`src/rtl/keypad_scanner.sv`:
```
// -----------------------------------------------------------------------------
// keypad_scanner
//
// Scans a 4x4 active-low matrix keypad one row at a time, debounces the
// full-scan result, emits one event per accepted key press, and assembles
// two decimal digits into an x/y coordinate confirmed with '#'.
//
// Ports:
//   i_clk          system clock (10 MHz)
//   i_reset        synchronous, active-high reset
//   i_enable       keyboard mode; gates coordinate entry only
//   i_col_n[3:0]   keypad columns, active low, asynchronous
//   o_row_n[3:0]   keypad row drives, active low, one-hot-low
//   o_key_code[3:0] code of the last accepted key
//   o_key_valid    one-cycle pulse per accepted key press
//   o_x[3:0]       committed x-coordinate (0-9)
//   o_y[3:0]       committed y-coordinate (0-9)
//   o_coord_valid  one-cycle pulse when x/y are committed
//   o_entry_state[1:0] coordinate-entry state (00 X, 01 Y, 10 confirm)
// -----------------------------------------------------------------------------
module keypad_scanner #(
   parameter int SCAN_DIV       = 10000,
   parameter int DEBOUNCE_SCANS = 4
) (
   input  logic       i_clk,
   input  logic       i_reset,
   input  logic       i_enable,
   input  logic [3:0] i_col_n,
   output logic [3:0] o_row_n,
   output logic [3:0] o_key_code,
   output logic       o_key_valid,
   output logic [3:0] o_x,
   output logic [3:0] o_y,
   output logic       o_coord_valid,
   output logic [1:0] o_entry_state
);

   localparam int CNT_W   = $clog2(SCAN_DIV);
   localparam int MATCH_W = $clog2(DEBOUNCE_SCANS + 1);

   // Scan results carry a 5th value: bit 4 set means "no single key".
   localparam logic [4:0] NONE     = 5'h10;
   localparam logic [3:0] KEY_STAR = 4'hE;
   localparam logic [3:0] KEY_HASH = 4'hF;

   typedef enum logic [1:0] {
      WAIT_X    = 2'b00,
      WAIT_Y    = 2'b01,
      WAIT_CONF = 2'b10,
      WAIT_BAD  = 2'b11
   } entry_state_t;

   function automatic logic [3:0] key_map(input logic [1:0] row, input logic [1:0] col);
      logic [3:0] code;
      case ({row, col})
         4'h0: code = 4'h1;  4'h1: code = 4'h2;  4'h2: code = 4'h3;  4'h3: code = 4'hA;
         4'h4: code = 4'h4;  4'h5: code = 4'h5;  4'h6: code = 4'h6;  4'h7: code = 4'hB;
         4'h8: code = 4'h7;  4'h9: code = 4'h8;  4'hA: code = 4'h9;  4'hB: code = 4'hC;
         4'hC: code = 4'hE;  4'hD: code = 4'h0;  4'hE: code = 4'hF;  default: code = 4'hD;
      endcase
      return code;
   endfunction

   // ---------------------------------------------------------------- registers
   logic [3:0]         r_col_meta;
   logic [3:0]         r_col_sync;
   logic [CNT_W-1:0]   r_slot_cnt;
   logic [3:0]         r_row_n;
   logic [1:0]         r_row_idx;
   logic [1:0]         r_acc_cnt;   // keys seen so far this scan, saturates at 2
   logic [3:0]         r_acc_code;
   logic [4:0]         r_cand;
   logic [4:0]         r_stable;
   logic [MATCH_W-1:0] r_match;
   logic [3:0]         r_key_code;
   logic               r_key_valid;
   entry_state_t       r_state;
   logic [3:0]         r_x_pend;
   logic [3:0]         r_y_pend;
   logic [3:0]         r_x;
   logic [3:0]         r_y;
   logic               r_coord_valid;

   // -------------------------------------------------------------------- wires
   logic               w_slot_end;
   logic               w_scan_end;
   logic [3:0]         w_col_low;
   logic [2:0]         w_row_cnt;
   logic [3:0]         w_row_code;
   logic [2:0]         w_sum;
   logic [1:0]         w_tot_cnt;
   logic [3:0]         w_tot_code;
   logic [4:0]         w_scan_result;
   logic [4:0]         w_cand_next;
   logic [MATCH_W-1:0] w_match_next;
   logic               w_accept;
   entry_state_t       w_state_next;
   logic [3:0]         w_x_pend_next;
   logic [3:0]         w_y_pend_next;
   logic               w_commit;

   assign w_slot_end = (r_slot_cnt == CNT_W'(SCAN_DIV - 1));
   assign w_scan_end = w_slot_end && (r_row_idx == 2'd3);
   assign w_col_low  = ~r_col_sync;

   // Count low columns on the current row and remember the key code; the
   // code is only meaningful when exactly one column is low.
   // NOTE: every always_comb output gets a default first so no latch is inferred.
   always_comb begin
      w_row_cnt  = 3'd0;
      w_row_code = 4'h0;
      for (int c = 0; c < 4; c++) begin
         if (w_col_low[c]) begin
            w_row_cnt  = w_row_cnt + 3'd1;
            w_row_code = key_map(r_row_idx, 2'(c));
         end
      end
   end

   // Merge this row into the running scan tally (0, 1 or "2+ keys").
   assign w_sum         = {1'b0, r_acc_cnt} + w_row_cnt;
   assign w_tot_cnt     = (w_sum >= 3'd2) ? 2'd2 : w_sum[1:0];
   assign w_tot_code    = (r_acc_cnt == 2'd0) ? w_row_code : r_acc_code;
   assign w_scan_result = (w_tot_cnt == 2'd1) ? {1'b0, w_tot_code} : NONE;

   // Debounce: count consecutive identical scans, saturating.
   always_comb begin
      if (w_scan_result == r_cand) begin
         w_cand_next  = r_cand;
         w_match_next = (r_match == MATCH_W'(DEBOUNCE_SCANS)) ? r_match
                                                               : r_match + MATCH_W'(1);
      end else begin
         w_cand_next  = w_scan_result;
         w_match_next = MATCH_W'(1);
      end
   end

   assign w_accept = w_scan_end && (w_match_next == MATCH_W'(DEBOUNCE_SCANS))
                     && (w_cand_next != r_stable);

   // ------------------------------------------------- scanner and debouncer
   // NOTE: sequential state uses non-blocking assignments so every register
   // samples pre-edge values regardless of statement order.
   always_ff @(posedge i_clk) begin
      if (i_reset) begin
         r_col_meta  <= 4'b1111;
         r_col_sync  <= 4'b1111;
         r_slot_cnt  <= '0;
         r_row_n     <= 4'b1110;
         r_row_idx   <= 2'd0;
         r_acc_cnt   <= 2'd0;
         r_acc_code  <= 4'h0;
         r_cand      <= NONE;
         r_stable    <= NONE;
         r_match     <= '0;
         r_key_code  <= 4'h0;
         r_key_valid <= 1'b0;
      end else begin
         r_col_meta  <= i_col_n;
         r_col_sync  <= r_col_meta;
         r_key_valid <= 1'b0;

         if (w_slot_end) begin
            r_slot_cnt <= '0;
            r_row_n    <= {r_row_n[2:0], r_row_n[3]};
            r_row_idx  <= r_row_idx + 2'd1;
            if (r_row_idx == 2'd3) begin
               r_acc_cnt  <= 2'd0;
               r_acc_code <= 4'h0;
            end else begin
               r_acc_cnt  <= w_tot_cnt;
               r_acc_code <= w_tot_code;
            end
         end else begin
            r_slot_cnt <= r_slot_cnt + CNT_W'(1);
         end

         if (w_scan_end) begin
            r_cand  <= w_cand_next;
            r_match <= w_match_next;
            if (w_accept) begin
               r_stable <= w_cand_next;
               // A debounced release updates the stable value silently.
               if (!w_cand_next[4]) begin
                  r_key_code  <= w_cand_next[3:0];
                  r_key_valid <= 1'b1;
               end
            end
         end
      end
   end

   // ------------------------------------------- coordinate entry FSM (next)
   always_comb begin
      w_state_next  = r_state;
      w_x_pend_next = r_x_pend;
      w_y_pend_next = r_y_pend;
      w_commit      = 1'b0;
      if (!i_enable) begin
         w_state_next = WAIT_X;
      end else if (r_state == WAIT_BAD) begin
         w_state_next = WAIT_X;
      end else if (r_key_valid) begin
         if (r_key_code == KEY_STAR) begin
            w_state_next = WAIT_X;
         end else begin
            case (r_state)
               WAIT_X: if (r_key_code <= 4'd9) begin
                  w_x_pend_next = r_key_code;
                  w_state_next  = WAIT_Y;
               end
               WAIT_Y: if (r_key_code <= 4'd9) begin
                  w_y_pend_next = r_key_code;
                  w_state_next  = WAIT_CONF;
               end
               WAIT_CONF: if (r_key_code == KEY_HASH) begin
                  w_commit     = 1'b1;
                  w_state_next = WAIT_X;
               end
               default: w_state_next = WAIT_X;
            endcase
         end
      end
   end

   // ------------------------------------------- coordinate entry FSM (state)
   always_ff @(posedge i_clk) begin
      if (i_reset) begin
         r_state       <= WAIT_X;
         r_x_pend      <= 4'h0;
         r_y_pend      <= 4'h0;
         r_x           <= 4'h0;
         r_y           <= 4'h0;
         r_coord_valid <= 1'b0;
      end else begin
         r_state       <= w_state_next;
         r_x_pend      <= w_x_pend_next;
         r_y_pend      <= w_y_pend_next;
         r_coord_valid <= w_commit;
         if (w_commit) begin
            r_x <= r_x_pend;
            r_y <= r_y_pend;
         end
      end
   end

   assign o_row_n       = r_row_n;
   assign o_key_code    = r_key_code;
   assign o_key_valid   = r_key_valid;
   assign o_x           = r_x;
   assign o_y           = r_y;
   assign o_coord_valid = r_coord_valid;
   assign o_entry_state = r_state;

endmodule

```
`config.mk`:
```
export PLATFORM = sky130hd
export DESIGN_NAME = keypad_scanner
export DESIGN_NICKNAME = d
export VERILOG_FILES = /design/src/rtl/keypad_scanner.sv
export SDC_FILE = /design/constraint.sdc
export NUM_CORES = 1
export LEC_CHECK = 0
export ABC_AREA = 0
export CAP_MARGIN = 5
export CORE_UTILIZATION = 25
export CTS_BUF_LIST = sky130_fd_sc_hd__clkbuf_4 sky130_fd_sc_hd__clkbuf_8
export CTS_CLUSTER_DIAMETER = 30
export DETAILED_ROUTE_END_ITERATION = 7
export GPL_ROUTABILITY_DRIVEN = 1
export GPL_TIMING_DRIVEN = 0
export PLACE_DENSITY = 0.39
export SLEW_MARGIN = 20
export SYNTH_ARGS = -nofsm -noshare
export SYNTH_HDL_FRONTEND = slang
export SYNTH_SLANG_ARGS = --single-unit
```
`constraint.sdc`:
```
create_clock -name i_clk -period 4.15 [get_ports i_clk]
set_input_delay 0.6225 -clock i_clk [delete_from_list [all_inputs] [get_ports i_clk]]
set_output_delay 0.6225 -clock i_clk [all_outputs]
set_load 0.02 [all_outputs]
```
-- After elaboration in Yosys (flattened, before gate mapping)
Cells that the tools add are included.
- flip-flop bits (word level): 71
- bits in latches: 0
- memory bits (writable): 0
- bits in read-only memories: 0
- input port bits: 7
- output and inout bits: 20
- memories: 0
- add/sub/neg operators: 7
- $mul: 0
- divide/modulo/power cells: 0
- $lt $le $gt $ge: 2
- eq/ne operators: 17
- shift operators: 0
- mux-type cells: 32
- bitwise gates (word level): 7
- reductions and logical operators: 14
- operator list (kind ; number):
    4-bit case mux with 4 select lines ; 3
    4-bit two-way mux ; 6
    3-bit two-way mux ; 5
    14-bit by 1-bit adder with 14-bit output, second input constant ; 1
    14-bit == test, second input constant ; 1
    3-bit by 1-bit adder with 3-bit output, second input constant ; 4
    2-bit two-way mux ; 6
    6-bit AND reduction ; 2
    5-bit two-way mux ; 2
    3-bit != test, second input constant ; 3
    3-bit case mux with 3 select lines ; 1
    2-bit == test, second input constant ; 4
    4-bit == test, second input constant ; 2
    1-bit two-way mux ; 8
    2-bit by 1-bit == test with 1-bit output, second input constant ; 3
    3-bit == test, second input constant ; 2
    2-bit logical NOT ; 3
    1-bit inverter ; 6
    2-bit case mux with 3 select lines ; 1
    3-bit OR reduction ; 2
    5-bit == test ; 1
    5-bit != test ; 1
    4-bit less-or-equal comparator, second input constant ; 1
    4-bit inverter ; 1
    8 further kinds ; 10

-- Logic depth before layout (Yosys ltp)
Gate-level depths: netlist (run 1).
- depth after elaboration: 20
- depth in mapped cells: 15
- depth with buffers taken out: 14

-- Least setup slack after synthesis (run 1)
OpenSTA, ideal clock, no wires.
- path type: flip-flop to flip-flop
- start: register r_col_sync[1]
- end: register r_stable[0]
- setup time: 0.128 ns
- arrival: 3.616 ns
- required time: 4.022 ns
- path slack: 0.407 ns
- cell stages (with the launch flop): 15
- path buffers: 1
- clock period less this slack: 3.743 ns
- path through: dfxtp_1 > inv_2 > ha_1 > xnor2_1 > ha_1 > mux2_2 > fa_1 > xnor3_1 > nand3b_1 > buf_2 > a2111oi_2 > a311oi_1 > o211ai_2 > mux2i_1 > nor2_1
- longest elaborated chain between the ends: 17
- elaborated cells on any way between the ends: 23
- classes of those cells: 3 x add/sub; 1 x order compare; 4 x eq/ne; 11 x mux; 1 x bitwise; 3 x reduce/logical
- ends and longest elaborated chain (element ; line ; source):
    start, declared ; 66 ; logic [3:0] r_col_sync;
    start signal, assigned ; 160 ; r_col_sync <= r_col_meta;
    4-bit inverter * ; 104 ; assign w_col_low = ~r_col_sync;
    3-bit two-way mux ; 113 ; if (w_col_low[c]) begin
    3-bit by 1-bit adder with 3-bit output ; 114 ; w_row_cnt = w_row_cnt + 3'd1;
    3-bit two-way mux ; 113 ;
    3-bit by 1-bit adder with 3-bit output ; 114 ;
    3-bit two-way mux ; 113 ;
    2-bit by 3-bit adder with 3-bit output ; 121 ; assign w_sum = {1'b0, r_acc_cnt} + w_row_cnt;
    3-bit by 2-bit >= comparator with 1-bit output ; 122 ; assign w_tot_cnt = (w_sum >= 3'd2) ? 2'd2 : w_sum[1:0];
    2-bit two-way mux ; 122 ;
    2-bit by 1-bit == test with 1-bit output ; 124 ; assign w_scan_result = (w_tot_cnt == 2'd1) ? {1'b0, w_tot_code} : NONE;
    5-bit two-way mux * ; 124 ;
    5-bit == test ; 128 ; if (w_scan_result == r_cand) begin
    3-bit two-way mux ; 128 ;
    3-bit == test ; 138 ; assign w_accept = w_scan_end && (w_match_next == MATCH_W'(DEBOUNCE_SCANS))
    1-bit logical AND ; 138 ;
    1-bit logical AND ; 139 ; && (w_cand_next != r_stable);
    2-bit AND reduction (no source line) ; -- ;
    end signal, assigned ; 182 ; r_stable <= w_cand_next;
    end, declared ; 73 ; logic [4:0] r_stable;
Every way passes the cells marked *; elsewhere a longest branch is shown, timed or not.
A chain may end at the register's enable or synchronous reset.

-- Final worst setup path (run 1)
- start: register r_col_sync[0]
- end: register r_key_code[3] (netlist: o_key_code[3])
- longest elaborated chain between the ends: 19
- elaborated cells on any way between the ends: 27
- classes of those cells: 4 x add/sub; 1 x order compare; 4 x eq/ne; 13 x mux; 2 x bitwise; 3 x reduce/logical
- ends and longest elaborated chain (element ; line ; source):
    4-bit inverter * ; 104 ;
    1-bit two-way mux ; 113 ;
    3-bit by 1-bit adder with 3-bit output ; 114 ;
    3-bit two-way mux ; 113 ;
    3-bit by 1-bit adder with 3-bit output ; 114 ;
    3-bit two-way mux ; 113 ;
    3-bit by 1-bit adder with 3-bit output ; 114 ;
    3-bit two-way mux ; 113 ;
    [... 3 more ...] ; -- ;
    2-bit by 1-bit == test with 1-bit output ; 124 ;
    5-bit two-way mux * ; 124 ;
    5-bit == test ; 128 ;
    3-bit two-way mux ; 128 ;
    3-bit == test ; 138 ;
    1-bit logical AND ; 138 ;
    1-bit logical AND ; 139 ;
    3-bit AND reduction (no source line) ; -- ;
    end signal, assigned ; 185 ; r_key_code <= w_cand_next[3:0];
    end, declared ; 75 ; logic [3:0] r_key_code;
Marks and branches as above.

==> impl_metrics.csv, run 1 <==
group,metric,value,unit
global_routing,grt_antenna_before_repair,0,
setup_path,worstReg2RegStart,"r_col_sync[0]",
pwr,p_sw_frac,0.245,
layout,fin_nets,455,
timing,timing.slew.headroom,0.451,
clocking,cts_hold_buf,0,
floorplanning,die_x,120,um
layout,stdcell_count,613,
placement,dp_hpwl,6230,um
timing,rsz0062_at_grt,"false",
layout,drive_gt1_frac,0.119,
pwr,power.total,1.35,mW
clocking,h-tree-depth,3,
pwr,p_sw,331,uW
floorplanning,start_util,0.259,
synthesis,syn_area,3460,um^2
setup_path,cp-end-kind,"flop",
synthesis,synth_seq_area_share,0.411,
worst_hold_path,hold_start,"r_col_meta[3]",
detailed_routing,drc,0,
timing,finalMaxSlewViolations,0,
global_routing,track_usage,0.128,
clocking,cts_root_buf,"clkbuf_8",
pwr,leakage,1.65,nW
detailed_routing,wl_per_cell,14.1,um
floorplanning,die-area,14300,um^2
timing,finalSetupViolations,0,
synthesis,async_flop_share,0,
layout,final_common_cell,"dfxtp_1",
placement,gp_congestion,0.818,
layout,layout_common_cells,"69 x dfxtp_1, 59 x nor2_1, 35 x nand2_1",
clocking,insertion_delay,0.35,ns
synthesis,yosys.area.top_type,"dfxtp_1",
synthesis,synthCells,391,
detailed_routing,totalWireLength,8640,um
setup_path,crit_path_start_kind,"flop",
timing,fin_skew,0.00988,ns
floorplanning,num_io_pins,27,
clocking,cts_tree,"done",
synthesis,ys_ff_latch,71,
detailed_routing,drtIter0Drc,113,
status,status,"finished clean",
global_routing,grt_pass1_wl,14300,um
run,cap_violations,0,
setup_path,startpoint,"r_col_sync[0]",
global_routing,overflow,0,
setup_path,critPathArrivalTime,4.16,ns
placement,portBuffers,26,
global_routing,grt_pass1_vias,2810,
detailed_routing,drtPass1Iterations,4,
pwr,clockPowerShare,0.405,
detailed_routing,wl_met1,4390,um
setup_path,critPathMaxFanout,5,
layout,post-route-util,0.318,
detailed_routing,vias,2853,
clocking,cts_made_buffers,9,
worst_hold_path,holdCritPathClass,"flop to flop",
placement,place_inst,593,
synthesis,ys.flop_type,"dfxtp_1",
global_routing,grt_max_degree,12,
pwr,seq_power_share,0.513,
pwr,internal-power,1.02,mW
detailed_routing,met3_length,209,um
synthesis,yosysUniqueCellTypes,59,
layout,num_antenna_cells,0,
synthesis,synth-edff-count,0,
timing,min_period_over_period,0.944,
detailed_routing,wl_met2,3910,um
setup_path,worstSetupPathType,"flop to flop",
clocking,cts_buffer_depth,2,
clocking,clkSinkCount,71,
timing,fin_crit,3.92,ns
clocking,clk_pin_slew_worst_paths,0.07,ns
synthesis,synthTopCellsByArea,"dfxtp_1 41%, nor2_1 6.4%, mux2i_1 6.4%, ha_1 4.7%, nand2_1 3.8%",
pwr,p_comb_frac,0.082,
detailed_routing,viasPerCell,4.65,
pwr,max-vdd-ir-drop,0.137,mV
synthesis,avgSynthCellArea,8.85,um^2
timing,finalHoldViolations,0,
timing,worst_slew_pin_slew,0.817,ns
synthesis,syn_nets,412,
floorplanning,rows,42,
pwr,power_density,317,nW/um^2
floorplanning,coreArea,13300,um^2
layout,syn_to_final_growth,22.9,%
detailed_routing,ant_nets,0,
timing,max_freq,255,MHz
setup_path,cp.required,4.39,ns
detailed_routing,top_layer,"met4",
synthesis,synth_top_area_share,0.411,
synthesis,yosysWarnings,0,
floorplanning,fp.dieH,120,um
cell type report:
| cell class | instances | area, um^2 |
|---|---|---|
| Fill cell | 1463 | 9100 |
| Multi-Input combinational cell | 295 | 2000 |
| Sequential cell | 71 | 1430 |
| Timing Repair Buffer | 32 | 303 |
| Tap cell | 176 | 220 |
| Clock buffer | 10 | 138 |
| Buffer | 16 | 78.8 |
| Clock inverter | 4 | 47.5 |
| Inverter | 9 | 33.8 |
what timing repair did:
action,4_1_cts,5_1_grt
setup endpoints to repair,9,11
pin swaps,2,5
setup buffers,2,4
resized for setup,4,14
stage by stage:
| stage | setup TNS, ns | hold WS [ns] | instance area [um^2] | worst slack, ns |
|---|---|---|---|---|
| final | 0 | 0.409 | 4250 | 0.232 |
| after detailed placement | -0.682 | 0.393 | 3940 | -0.133 |
| after floorplan | 0 | 0.389 | 3460 | 0.407 |
| after global placement | -0.526 | 0.393 | 3940 | -0.124 |
| after CTS | 0 | 0.411 | 4170 | 0.0413 |
| after global routing | 0 | 0.424 | 4250 | 0.0695 |
power groups by stage:
stage                     Clock, mW  Combinational, mW  Sequential, mW
final                         0.546              0.111           0.691
after floorplan                   0             0.0649           0.706
after global placement            0             0.0953           0.707
after global routing          0.604              0.122           0.691
after detailed placement          0             0.0955           0.707
after CTS                     0.572              0.104           0.691
worst paths after layout:
check,to,slack (ns),cells after the start
worst max-delay path,o_key_code[3],0.23,13
worst min-delay path,r_col_sync[3],0.41,1
worst max register to register,o_key_code[3],0.23,13
worst min register to register,r_col_sync[3],0.41,1
layer usage:
layer,vias up,global-route usage
li1,1463,-
met1,1345,0.166
met2,36,0.206
met3,9,0.0266
met4,0,0.0531
met5,-,0
registers in the layout, indices dropped and copies added (netlist names), 2 cells and up:
register	count
r_stable	5
r_cand	5
o_x	4
r_slot_cnt	14
r_row_idx	2
r_col_sync	4
r_y_pend	4
r_col_meta	4
o_key_code	4
r_acc_code	4
r_acc_cnt	2
r_x_pend	4
r_match	3
o_y	4
o_row_n	4
o_entry_state	2
synth_stat cells (7+ instances only):
cell / n
dfxtp_1: 71
nor2_1: 59
nand2_1: 35
mux2i_1: 22
a21oi_1: 17
o21ai_0: 14
ha_1: 13
nand3_1: 13
clkbuf_1: 11
or2_2: 10
xnor2_1: 9
inv_1: 8
nand4b_1: 7
worst max-delay path, stage by stage, from the launching register on:
cell	delay [ns]
dfxtp_2	0.37
inv_1	0.05
ha_1	0.33
xnor2_2	0.17
ha_1	0.29
mux2_2	0.28
fa_1	0.40
xnor3_1	0.25
nand3b_1	0.20
or4_4	0.48
a32oi_4	0.34
o211ai_1	0.24
o211a_1	0.27
a21o_1	0.14
kinds of logic after synthesis:
logic type / count (synthesis) / share of synthesized area
flip-flops: 71 / 0.411
adder cells (fa/ha/maj): 14 / 0.0528
buffers and inverters: 25 / 0.0289
XOR/XNOR: 16 / 0.0445
multiplexers: 23 / 0.0669
AND/OR/NAND/NOR: 179 / 0.269
AO/OA/AOI/OAI: 63 / 0.127
Note: power is estimated with default switching activity, not from simulation.
==> run 2: changes to the inputs <==
--- a/config.mk
+++ b/config.mk
@@ -10,6 +10,7 @@
 export CORE_UTILIZATION = 25
 export CTS_BUF_LIST = sky130_fd_sc_hd__clkbuf_4 sky130_fd_sc_hd__clkbuf_8
 export CTS_CLUSTER_DIAMETER = 30
+export CTS_CLUSTER_SIZE = 16
 export DETAILED_ROUTE_END_ITERATION = 7
 export GPL_ROUTABILITY_DRIVEN = 1
 export GPL_TIMING_DRIVEN = 0
==> results of run 2 <==
Same layout as run 1: the final DEF is identical, and so are final timing and power.
